**src/rtl/usb4_timer_pkg.sv**
```systemverilog
// Shared definitions for the ms-tick timeout timer: state encoding, default
// counter width and the standard protocol timeouts in ms_clk ticks.
package usb4_timer_pkg;

   localparam int CNT_W_DEFAULT = 10;

   typedef enum logic [1:0] {
      ST_IDLE = 2'd0,
      ST_RUN  = 2'd1,
      ST_DONE = 2'd2
   } state_t;

   localparam int T_LINK_TRAINING  = 500;
   localparam int T_SB_TRANSACTION = 10;
   localparam int T_RETRY          = 25;

endpackage

```
**src/rtl/ms_timeout_timer.sv**
```systemverilog
// Programmable ms-tick timeout timer with one-shot/periodic modes, pause,
// abort and restart. All outputs come straight from registers.
//
//   state   | meaning
//   --------+-------------------------------------------------------
//   IDLE    | not counting (after reset, abort, or zero-length periodic)
//   RUN     | counting ticks toward target, busy high
//   DONE    | one-shot expired, elapsed parked at target, waits for start/abort
module ms_timeout_timer
   import usb4_timer_pkg::*;
#(
   parameter int CNT_W = CNT_W_DEFAULT
) (
   input  logic             ms_clk_i,
   input  logic             rst_n_i,
   input  logic             start_i,
   input  logic [CNT_W-1:0] timeout_val_i,
   input  logic             periodic_i,
   input  logic             pause_i,
   input  logic             abort_i,
   output logic             timeout_o,
   output logic             expired_o,
   output logic             busy_o,
   output logic [CNT_W-1:0] elapsed_o
);

   state_t           state_q,    state_d;
   logic [CNT_W-1:0] elapsed_q,  elapsed_d;
   logic [CNT_W-1:0] target_q,   target_d;
   logic             periodic_q, periodic_d;
   logic             timeout_q,  timeout_d;
   logic             expired_q,  expired_d;
   logic             busy_q,     busy_d;
   logic [CNT_W-1:0] last_tick;

   // target is never zero while in RUN, so target-1 cannot underflow there
   assign last_tick = target_q - CNT_W'(1);

   always_comb begin
      state_d    = state_q;
      elapsed_d  = elapsed_q;
      target_d   = target_q;
      periodic_d = periodic_q;
      expired_d  = expired_q;
      busy_d     = busy_q;
      timeout_d  = 1'b0;
      if (abort_i) begin
         state_d   = ST_IDLE;
         elapsed_d = '0;
         expired_d = 1'b0;
         busy_d    = 1'b0;
      end else if (start_i) begin
         target_d   = timeout_val_i;
         periodic_d = periodic_i;
         elapsed_d  = '0;
         if (timeout_val_i != '0) begin
            expired_d = 1'b0;
            busy_d    = 1'b1;
            state_d   = ST_RUN;
         end else begin
            // zero length expires at once; periodic would free-run, so park in IDLE
            timeout_d = 1'b1;
            expired_d = 1'b1;
            busy_d    = 1'b0;
            state_d   = periodic_i ? ST_IDLE : ST_DONE;
         end
      end else if (state_q == ST_RUN && !pause_i) begin
         if (elapsed_q == last_tick) begin
            timeout_d = 1'b1;
            expired_d = 1'b1;
            if (periodic_q) begin
               elapsed_d = '0;
            end else begin
               elapsed_d = target_q;
               busy_d    = 1'b0;
               state_d   = ST_DONE;
            end
         end else begin
            elapsed_d = elapsed_q + CNT_W'(1);
         end
      end
   end

   always_ff @(posedge ms_clk_i or negedge rst_n_i) begin
      if (!rst_n_i) begin
         state_q    <= ST_IDLE;
         elapsed_q  <= '0;
         target_q   <= '0;
         periodic_q <= 1'b0;
         timeout_q  <= 1'b0;
         expired_q  <= 1'b0;
         busy_q     <= 1'b0;
      end else begin
         state_q    <= state_d;
         elapsed_q  <= elapsed_d;
         target_q   <= target_d;
         periodic_q <= periodic_d;
         timeout_q  <= timeout_d;
         expired_q  <= expired_d;
         busy_q     <= busy_d;
      end
   end

   assign timeout_o = timeout_q;
   assign expired_o = expired_q;
   assign busy_o    = busy_q;
   assign elapsed_o = elapsed_q;

endmodule
```
**config.mk**
```make
export PLATFORM = sky130hd
export DESIGN_NAME = ms_timeout_timer
export DESIGN_NICKNAME = d
export VERILOG_FILES = /design/src/rtl/usb4_timer_pkg.sv /design/src/rtl/ms_timeout_timer.sv
export SDC_FILE = /design/constraint.sdc
export NUM_CORES = 1
export LEC_CHECK = 0
export ABC_AREA = 0
export CAP_MARGIN = 10
export CORE_ASPECT_RATIO = 1.25
export CORE_MARGIN = 2
export CORE_UTILIZATION = 55
export CTS_BUF_LIST = sky130_fd_sc_hd__clkbuf_2 sky130_fd_sc_hd__clkbuf_4 sky130_fd_sc_hd__clkbuf_8
export DETAILED_ROUTE_END_ITERATION = 10
export PLACE_DENSITY = 0.82
export SYNTH_ARGS = -nofsm -noshare
export SYNTH_HDL_FRONTEND = slang
export SYNTH_SLANG_ARGS = --single-unit
```
**constraint.sdc**
```tcl
create_clock -name ms_clk_i -period 3.4 [get_ports ms_clk_i]
set_clock_uncertainty 0.2 [all_clocks]
set_input_delay 0.51 -clock ms_clk_i [delete_from_list [all_inputs] [get_ports ms_clk_i]]
set_output_delay 0.51 -clock ms_clk_i [all_outputs]
set_load 0.01 [all_outputs]
```
# After elaboration in Yosys (flattened, before gate mapping)
# Index checks and enable logic that the tools add are counted.
# W data, S select, Z words.
[word_totals] output_inout_bits=13 reg_bits=26 input_bits=16
[classes] bitwise_logic=1 n_reduce_logical=8 muxes=27 eq_ne=3 n_addsub=2
[op_table] op="$mux W10" n=5
[op_table] op="$mux W1" n=15
[op_table] op="$mux W2" n=7
[op_table] op="$add A10 B1 Y10 const B" n=1
[op_table] op="$eq A10 B10 Y1" n=1
[op_table] op="$reduce_bool A10 Y1" n=1
[op_table] op="$sub A10 B1 Y10 const B" n=1
[op_table] op="$reduce_bool A3 Y1" n=2
[op_table] op="$reduce_and A2 Y1" n=2
[op_table] op="$ne A3 B3 Y1 const B" n=1
[op_table] op="$reduce_and A3 Y1" n=1
[op_table] op="$eq A2 B1 Y1 const B" n=1
[op_table] op="$logic_and A1 B1 Y1" n=1
[op_table] op="$logic_not A1 Y1" n=1
[op_table] op="$not A1 Y1" n=1

# Logic depth before layout (Yosys ltp)
# Gate-level depths: netlist of run 1.
[logic_depth] word_depth=6 depth_mapped=11 mapped_depth_nobuf=9

# Worst setup path after synthesis of run 1
# Ideal clock, no wire load.
[synth_path] path_kind="flip-flop to flip-flop" from="reg target_q[0]" to="reg elapsed_q[0] (netlist: elapsed_o[0])" n_path_buf=2 arrival_ps=2315 slack_ps=798 path_stages_with_launch=12 setup_ps=87 cell_sequence="dfrtp_1 > inv_1 > ha_1 > clkbuf_1 > or3b_2 > nand4b_1 > o311ai_0 > and4b_1 > buf_6 > a21o_1 > o31a_1 > a211oi_2"
[synth_between] elab_chain_len=6
[synth_lines] item="from (decl)" line="ms_timeout_timer.sv:29" rtl="logic [CNT_W-1:0] target_q, target_d;"
[synth_lines] item="from (signal assigned)" line="ms_timeout_timer.sv:96" rtl="target_q <= target_d;"
[synth_lines] item="$sub A10 B1 Y10" line="ms_timeout_timer.sv:37" rtl="assign last_tick = target_q - CNT_W'(1);"
[synth_lines] item="$eq A10 B10 Y1" line="ms_timeout_timer.sv:68" rtl="if (elapsed_q == last_tick) begin"
[synth_lines] item="$mux W10 (*)" line="ms_timeout_timer.sv:68"
[synth_lines] item="$mux W10 (*)" line="ms_timeout_timer.sv:67" rtl="end else if (state_q == ST_RUN && !pause_i) begin"
[synth_lines] item="$mux W10 (*)" line="ms_timeout_timer.sv:52" rtl="end else if (start_i) begin"
[synth_lines] item="$mux W10 (*)" line="ms_timeout_timer.sv:47" rtl="if (abort_i) begin"
[synth_lines] item="to (signal assigned)" line="ms_timeout_timer.sv:95" rtl="elapsed_q <= elapsed_d;"
[synth_lines] item="to (decl)" line="ms_timeout_timer.sv:28" rtl="logic [CNT_W-1:0] elapsed_q, elapsed_d;"
# Mark *: on every way between the ends. The rest lies on a longest branch, timed or not. The select of a mux whose other input is x is not followed.
# A chain may end at the register's enable or synchronous reset.

# Worst setup path in the final report of run 1
[layout_path] from="reg target_q[2]" to="reg elapsed_q[3] (netlist: elapsed_o[3])"
[layout_between] elab_chain_len=6
[layout_lines] item="$sub A10 B1 Y10" line="ms_timeout_timer.sv:37"
[layout_lines] item="$eq A10 B10 Y1" line="ms_timeout_timer.sv:68"
[layout_lines] item="$mux W10" line="ms_timeout_timer.sv:68"
[layout_lines] item="$mux W10" line="ms_timeout_timer.sv:67"
[layout_lines] item="$mux W10" line="ms_timeout_timer.sv:52"
[layout_lines] item="$mux W10" line="ms_timeout_timer.sv:47"
# Every way passes these cells. The select of a mux whose other input is x is not followed.

==> results of run 1 <==
## cell usage after synthesis, drive strengths merged, types with 2 or more instances
cell	count
a211oi	2
a21oi	6
a221oi	3
a32oi	2
and3	4
buf	4
clkbuf	9
dfrtp	25
ha	2
inv	5
mux2i	2
nand2	36
nand2b	2
nand3	10
nand4	7
nor2	13
nor2b	3
nor3	5
nor3b	4
nor4	8
o21ai	7
o2bb2ai	3
or3	4
xnor2	8
xor2	8
## worst max-delay path by stage
| stage | endpoint |
|---|---|
| after global routing | elapsed_o[3]$_DFFE_PN0P_ |
| after global placement | elapsed_o[0]$_DFFE_PN0P_ |
| after CTS | elapsed_o[3]$_DFFE_PN0P_ |
| final | elapsed_o[3]$_DFFE_PN0P_ |
| after detailed placement | elapsed_o[3]$_DFFE_PN0P_ |
| after floorplan | elapsed_o[0]$_DFFE_PN0P_ |
## cells by family after synthesis
family          count (synthesis)  share of synthesized area, %
flops                          25                          36.1
buf+inv                        18                          4.98
mux                             2                          1.16
simple gates                  104                          33.6
compound gates                 34                          14.7
fa+ha+maj                       2                          1.44
xor+xnor                       16                          8.09
## per-stage QoR
step | std cells | setup slack, ns | hold slack (ns) | util, %
2_1_floorplan | 201 | 0.798 | 0.0144 | -
3_3_place_gp | 253 | 0.601 | 0.283 | 67.2
3_5_place_dp | 253 | 0.549 | 0.301 | 67.2
4_1_cts | 257 | 0.511 | 0.332 | 68.2
5_1_grt | 257 | 0.228 | 0.356 | 68.2
6_report | 257 | 0.473 | 0.329 | 68.2
## worst register-to-register path, cell delays in order (launching register included)
cell and delay, ns:
dfrtp_1 0.53, or4_4 0.63, nor4_4 0.24, xnor2_1 0.15, and4b_1 0.45, nand2_4 0.16
nor4_4 0.32, o2bb2ai_1 0.17
## report_power, final
| part | internal (mW) | switching, mW |
|---|---|---|
| registers | 0.315 | 0.0394 |
| clock network | 0.0541 | 0.0944 |
| logic | 0.0736 | 0.0906 |
## registers in the layout, summed over array words and instances, names as in the netlist
name / count
expired_o: 1
target_q: 10
periodic_q: 1
state_q: 1
timeout_o: 1
elapsed_o: 10
busy_o: 1
## layer usage
metal	track usage (%)	part of all wire (%)	vias to the layer above
li1	-	-	771
met1	35.3	40	808
met2	50.6	52	74
met3	3.14	5.4	9
met4	11.9	2.3	0
met5	0	0	-
## area by class of cell
type / count / area (µm²) / share of cell area, %
clock buffer: 4 / 30.0 / 1.48
multi-input combinational: 158 / 1020 / 50.3
sequential: 25 / 626 / 30.8
tap: 36 / 45.0 / 2.22
inverter: 5 / 18.8 / 0.925
timing repair buffer: 29 / 288 / 14.2
==> reports/results.txt, run 1 <==
Cell depth of the worst setup path: 7
Worst r2r path cells: 7
Total GRT Usage: 29.1%
Total negative slack: 0 ns
Max-cap check violation count: 0
Final-report hold violation count: 0
Mapped Cells: 201
DP HPWL: 3320 µm
N_diodes: 0
Most used cell, CP: nor4_4
Sequential element share of the synthesized area: 36.1%
Routed Antenna Nets: 0
Crit path from: target_q[2]$_DFFE_PN0P_
DRC violations left: 0
Least-Margin Pin Slew: 0.909 ns
Tcrit/Tclk final: 86.1%
CP max-delay cell: or4_4
Reg2Reg Launch Point: target_q[2]$_DFFE_PN0P_
Leak: 0.855 nW
DRT Pass-1 Iters: 4
Hold buffers post-CTS: 0
Commonest non-fill, non-tap cell in the layout: nand2_1
CP required: 3.46 ns
HP Class: primary input to asynchronous set/reset pin
Finished Cell Area: 0.00203 mm²
Fill count: 250
Setup repair bufs after CTS: 0
Avg WL per Cell: 17.7 µm
Synth area leader: dfrtp_1
Commonest non-fill, non-tap cells in the layout: nand2_1, clkdlybuf4s50_1, dfrtp_1, nor2_1, nand3_1
RSZ-0062 raised after global routing: false
First-pass GRT wire length: 7710 µm
Clk slew on worst S/H paths: 0.14 ns
Post-CTS Resized: 0
Via count: 1,662
Layout cells sized above 1: 6.79%
Vias in the first global route: 1,609
Post-synthesis cell area: 0.00173 mm²
Critical path arrival: 2.98 ns
Crit start category: flop
# IOs: 29
Initial antenna violation count: 0
Die width: 54.2 µm
Avg Inst Size Synth: 8.62 µm²
Initial Util: 58.3%
Clk sinks: 25
Worst-skew pair later-pin latency: 0.33 ns
Dominant synthesized flop cell: dfrtp_1
Top cells by area, synth: dfrtp_1, nand2_1, xnor2_1
Die Span Y: 66.8 µm
Area Overhead vs Synth: 17.0%
Max FO, Critical Path: 9
Setup-failing EPs final: 0
H-Tree Depth: 1
Crit-path cells: or4_4 > nor4_4 > xnor2_1 > and4b_1 > nand2_4 > nor4_4 > o2bb2ai_1
Setup slack, reg-to-reg: 0.47 ns
Gp weighted congestion: 0.880
Number of distinct library cells after synthesis: 52
Nets: 240
Syn_nets: 219
Clock Path Buffers: 2
Power Density: 329 mW/mm²
First DRT Iteration DRCs: 79
Slew Viols, Final: 0
Reg-to-Reg End: elapsed_o[3]$_DFFE_PN0P_
Area post-placement: 0.00200 mm²
Final WL: 4550 µm
CP endpoint kind: flop
WP buf/inv: 0
Via density: 6.47
Setup CP Type: flop to flop
Synth warn: 0
CTS tree: done
Clock root buffer: clkbuf_4
CP max stage delay: 0.63 ns
Largest net degree at the start of global routing: 26
Highest Clock Rate: 342 MHz
Number of buffers inserted by port buffering: 28
Number of flops mapped to enable cells by yosys: 0
Final Critical Period: 2.93 ns
Status: finished, final reports clean
Core ar.: 0.00297 mm²
CP delay by family, top: simple AND/OR/NAND/NOR gates
Peak supply drop: 303 µV
Slew headroom: 39.3%
Total CTS buffers: 3
Row count: 22
Global route overflow: 0
Fraction of registers with async set/reset: 100%
Die area: 0.00362 mm²
Share of the synthesized area in the top cell type: 36.1%
#FFs+latches synth: 25
Total chip power: 0.667 mW
Note: power is estimated with default switching activity, not from simulation.
==> run 2: changes to the inputs <==
Settings changed: CORE_UTILIZATION 55 to 45, PLACE_DENSITY 0.82 to 0.69.
==> run 2 against run 1 <==
Compared with the run above:
- hold slack got worse by 0.010 ns
- final cell count rose by 1.9%
- highest routed layer unchanged
- setup slack improved by 0.065 ns
- critical path type unchanged
- flip-flop and latch count stayed put
- largest power group unchanged
==> reports/results.txt, run 2 (synthesis gave the netlist of run 1 again) <==
Hold buffers post-CTS: 0 (unchanged)
Commonest non-fill, non-tap cell in the layout: nand2_1 (unchanged)
DRC violations left: 0 (unchanged)
Fill count: 350 (was 250)
# IOs: 29 (unchanged)
Commonest non-fill, non-tap cells in the layout: nand2_1, clkdlybuf4s50_1, dfrtp_1, nor2_1, nand3_1 (unchanged)
Total chip power: 0.698 mW (was 0.667 mW)
Row count: 25 (was 22)
Core Util, Final: 54.9% (was 68.2%)
Initial Util: 46.2% (was 58.3%)
Gp weighted congestion: 0.833 (was 0.880)
Setup-failing EPs final: 0 (unchanged)
Worst-skew pair later-pin latency: 0.27 ns (was 0.33 ns)
Post-CTS Resized: 0 (unchanged)
CP endpoint kind: flop (unchanged)
Power Density: 339 mW/mm² (was 329 mW/mm²)
Core ar.: 0.00375 mm² (was 0.00297 mm²)
Area Overhead vs Synth: 18.8% (was 17.0%)
Nets: 241 (was 240)
Tcrit/Tclk final: 84.2% (was 86.1%)
Setup CP Type: flop to flop (unchanged)
CP required: 3.41 ns (was 3.46 ns)
H-Tree Depth: 1 (unchanged)
Clock root buffer: clkbuf_8 (was clkbuf_4)
Leak: 0.868 nW (was 0.855 nW)
Least-Margin Pin Slew: 0.583 ns (was 0.909 ns)
N_diodes: 0 (unchanged)
Clock Path Buffers: 2 (unchanged)
Status: finished, final reports clean (unchanged)
First DRT Iteration DRCs: 68 (was 79)
Max FO, Critical Path: 9 (unchanged)
First-pass GRT wire length: 7290 µm (was 7710 µm)
Sequential cell area: 626 µm² (unchanged)
Vias in the first global route: 1,484 (was 1,609)
Post-Place Cells: 258 (was 253)
Via count: 1,579 (was 1,662)
Total GRT Usage: 21.8% (was 29.1%)
Post-route insts no fill: 262 (was 257)
Crit start category: flop (unchanged)
Clk sinks: 25 (unchanged)
Final WL: 4270 µm (was 4550 µm)
Hold slack: 0.319 ns (was 0.329 ns)
Highest Clock Rate: 349 MHz (was 342 MHz)
Avg WL per Cell: 16.3 µm (was 17.7 µm)
Multi-input gate area: 0.00102 mm² (unchanged)
Largest net degree at the start of global routing: 26 (unchanged)
Final Critical Period: 2.86 ns (was 2.93 ns)
Crit path from: target_q[3]$_DFFE_PN0P_ (was target_q[2]$_DFFE_PN0P_)
Via density: 6.03 (was 6.47)
Max-cap check violation count: 0 (unchanged)
Die area: 0.00437 mm² (was 0.00362 mm²)
Routed Antenna Nets: 0 (unchanged)
Critical path arrival: 2.87 ns (was 2.98 ns)
Hold path startpoint: state_q[1]$_DFFE_PN0P_
Die width: 59.5 µm (was 54.2 µm)
Layout cells sized above 1: 7.21% (was 6.79%)
RSZ-0062 raised after global routing: false (unchanged)
Number of buffers inserted by port buffering: 28 (unchanged)
Clk slew on worst S/H paths: 0.08 ns (was 0.14 ns)
Slew Viols, Final: 0 (unchanged)
Reg2Reg Launch Point: target_q[3]$_DFFE_PN0P_ (was target_q[2]$_DFFE_PN0P_)
Die Span Y: 73.4 µm (was 66.8 µm)
Peak supply drop: 191 µV (was 303 µV)
DRT Pass-1 Iters: 4 (unchanged)
Initial antenna violation count: 0 (unchanged)
HP Class: flop to flop (was primary input to asynchronous set/reset pin)
Total CTS buffers: 3 (unchanged)
Final-report hold violation count: 0 (unchanged)
DP HPWL: 3080 µm (was 3320 µm)
Setup repair bufs after CTS: 0 (unchanged)
CTS tree: done (unchanged)
Global route overflow: 0 (unchanged)
Total negative slack: 0 ns (unchanged)
Slew headroom: 61.0% (was 39.3%)
==> run 2: cell types whose count changed in the layout (fill, tap and decap cells not counted) <==
| cell | before | now |
|---|---|---|
| clkbuf_8 | 0 | 3 |
| buf_4 | 1 | 2 |
| clkbuf_4 | 4 | 1 |
==> run 2: layout make-up <==
cell class / count / share of cell area (%)
clock buffers: 4 / 2.37
flip-flops and latches: 25 / 30.4
well taps: 40 / 2.43
repair buffers: 30 / 14.3
inverters: 5 / 0.911
multi-input cells: 158 / 49.6
==> run 2: final timing paths <==
path | endpoint | slack (ns) | cells after the start
min in group asynchronous | elapsed_o[9]$_DFFE_PN0P_ | 0.41 | 2
min | state_q[1]$_DFFE_PN0P_ | 0.32 | 2
max in group asynchronous | timeout_o$_DFF_PN0_ | 2.33 | 2
max | elapsed_o[2]$_DFFE_PN0P_ | 0.54 | 7
max reg2reg | elapsed_o[2]$_DFFE_PN0P_ | 0.54 | 7
min reg2reg | state_q[1]$_DFFE_PN0P_ | 0.32 | 2
==> run 2: per-stage QoR <==
stage                     area, µm²  setup slack (ns)
final                          2060             0.539
after global routing           2060             0.270
after CTS                      2060             0.540
after detailed placement       2010             0.565
after global placement         2010             0.553
after floorplan                1730             0.798
==> run 2: power by group <==
group	internal (mW)	switching, mW	total (mW)
Sequential	0.315	0.0380	0.353
Combinational	0.0742	0.0872	0.161
Clock	0.0918	0.0915	0.183
==> run 2: per-layer routing <==
| metal | track usage (%) | wire length [µm] | part of all wire, % | up-vias |
|---|---|---|---|---|
| li1 | - | - | - | 770 |
| met1 | 29.5 | 1930 | 45 | 764 |
| met2 | 35.8 | 2150 | 50 | 39 |
| met3 | 2.11 | 133 | 3.1 | 6 |
| met4 | 7.90 | 61 | 1.4 | 0 |
| met5 | 0 | 0 | 0 | - |
==> run 2: worst max-delay path, stage by stage, from the launching register on <==
cell and delay [ns]:
dfrtp_1 0.52, or4_4 0.60, nor4_4 0.23, xnor2_1 0.15, and4b_1 0.45, nand2_4 0.15, nor4_4 0.33, a32o_1 0.17
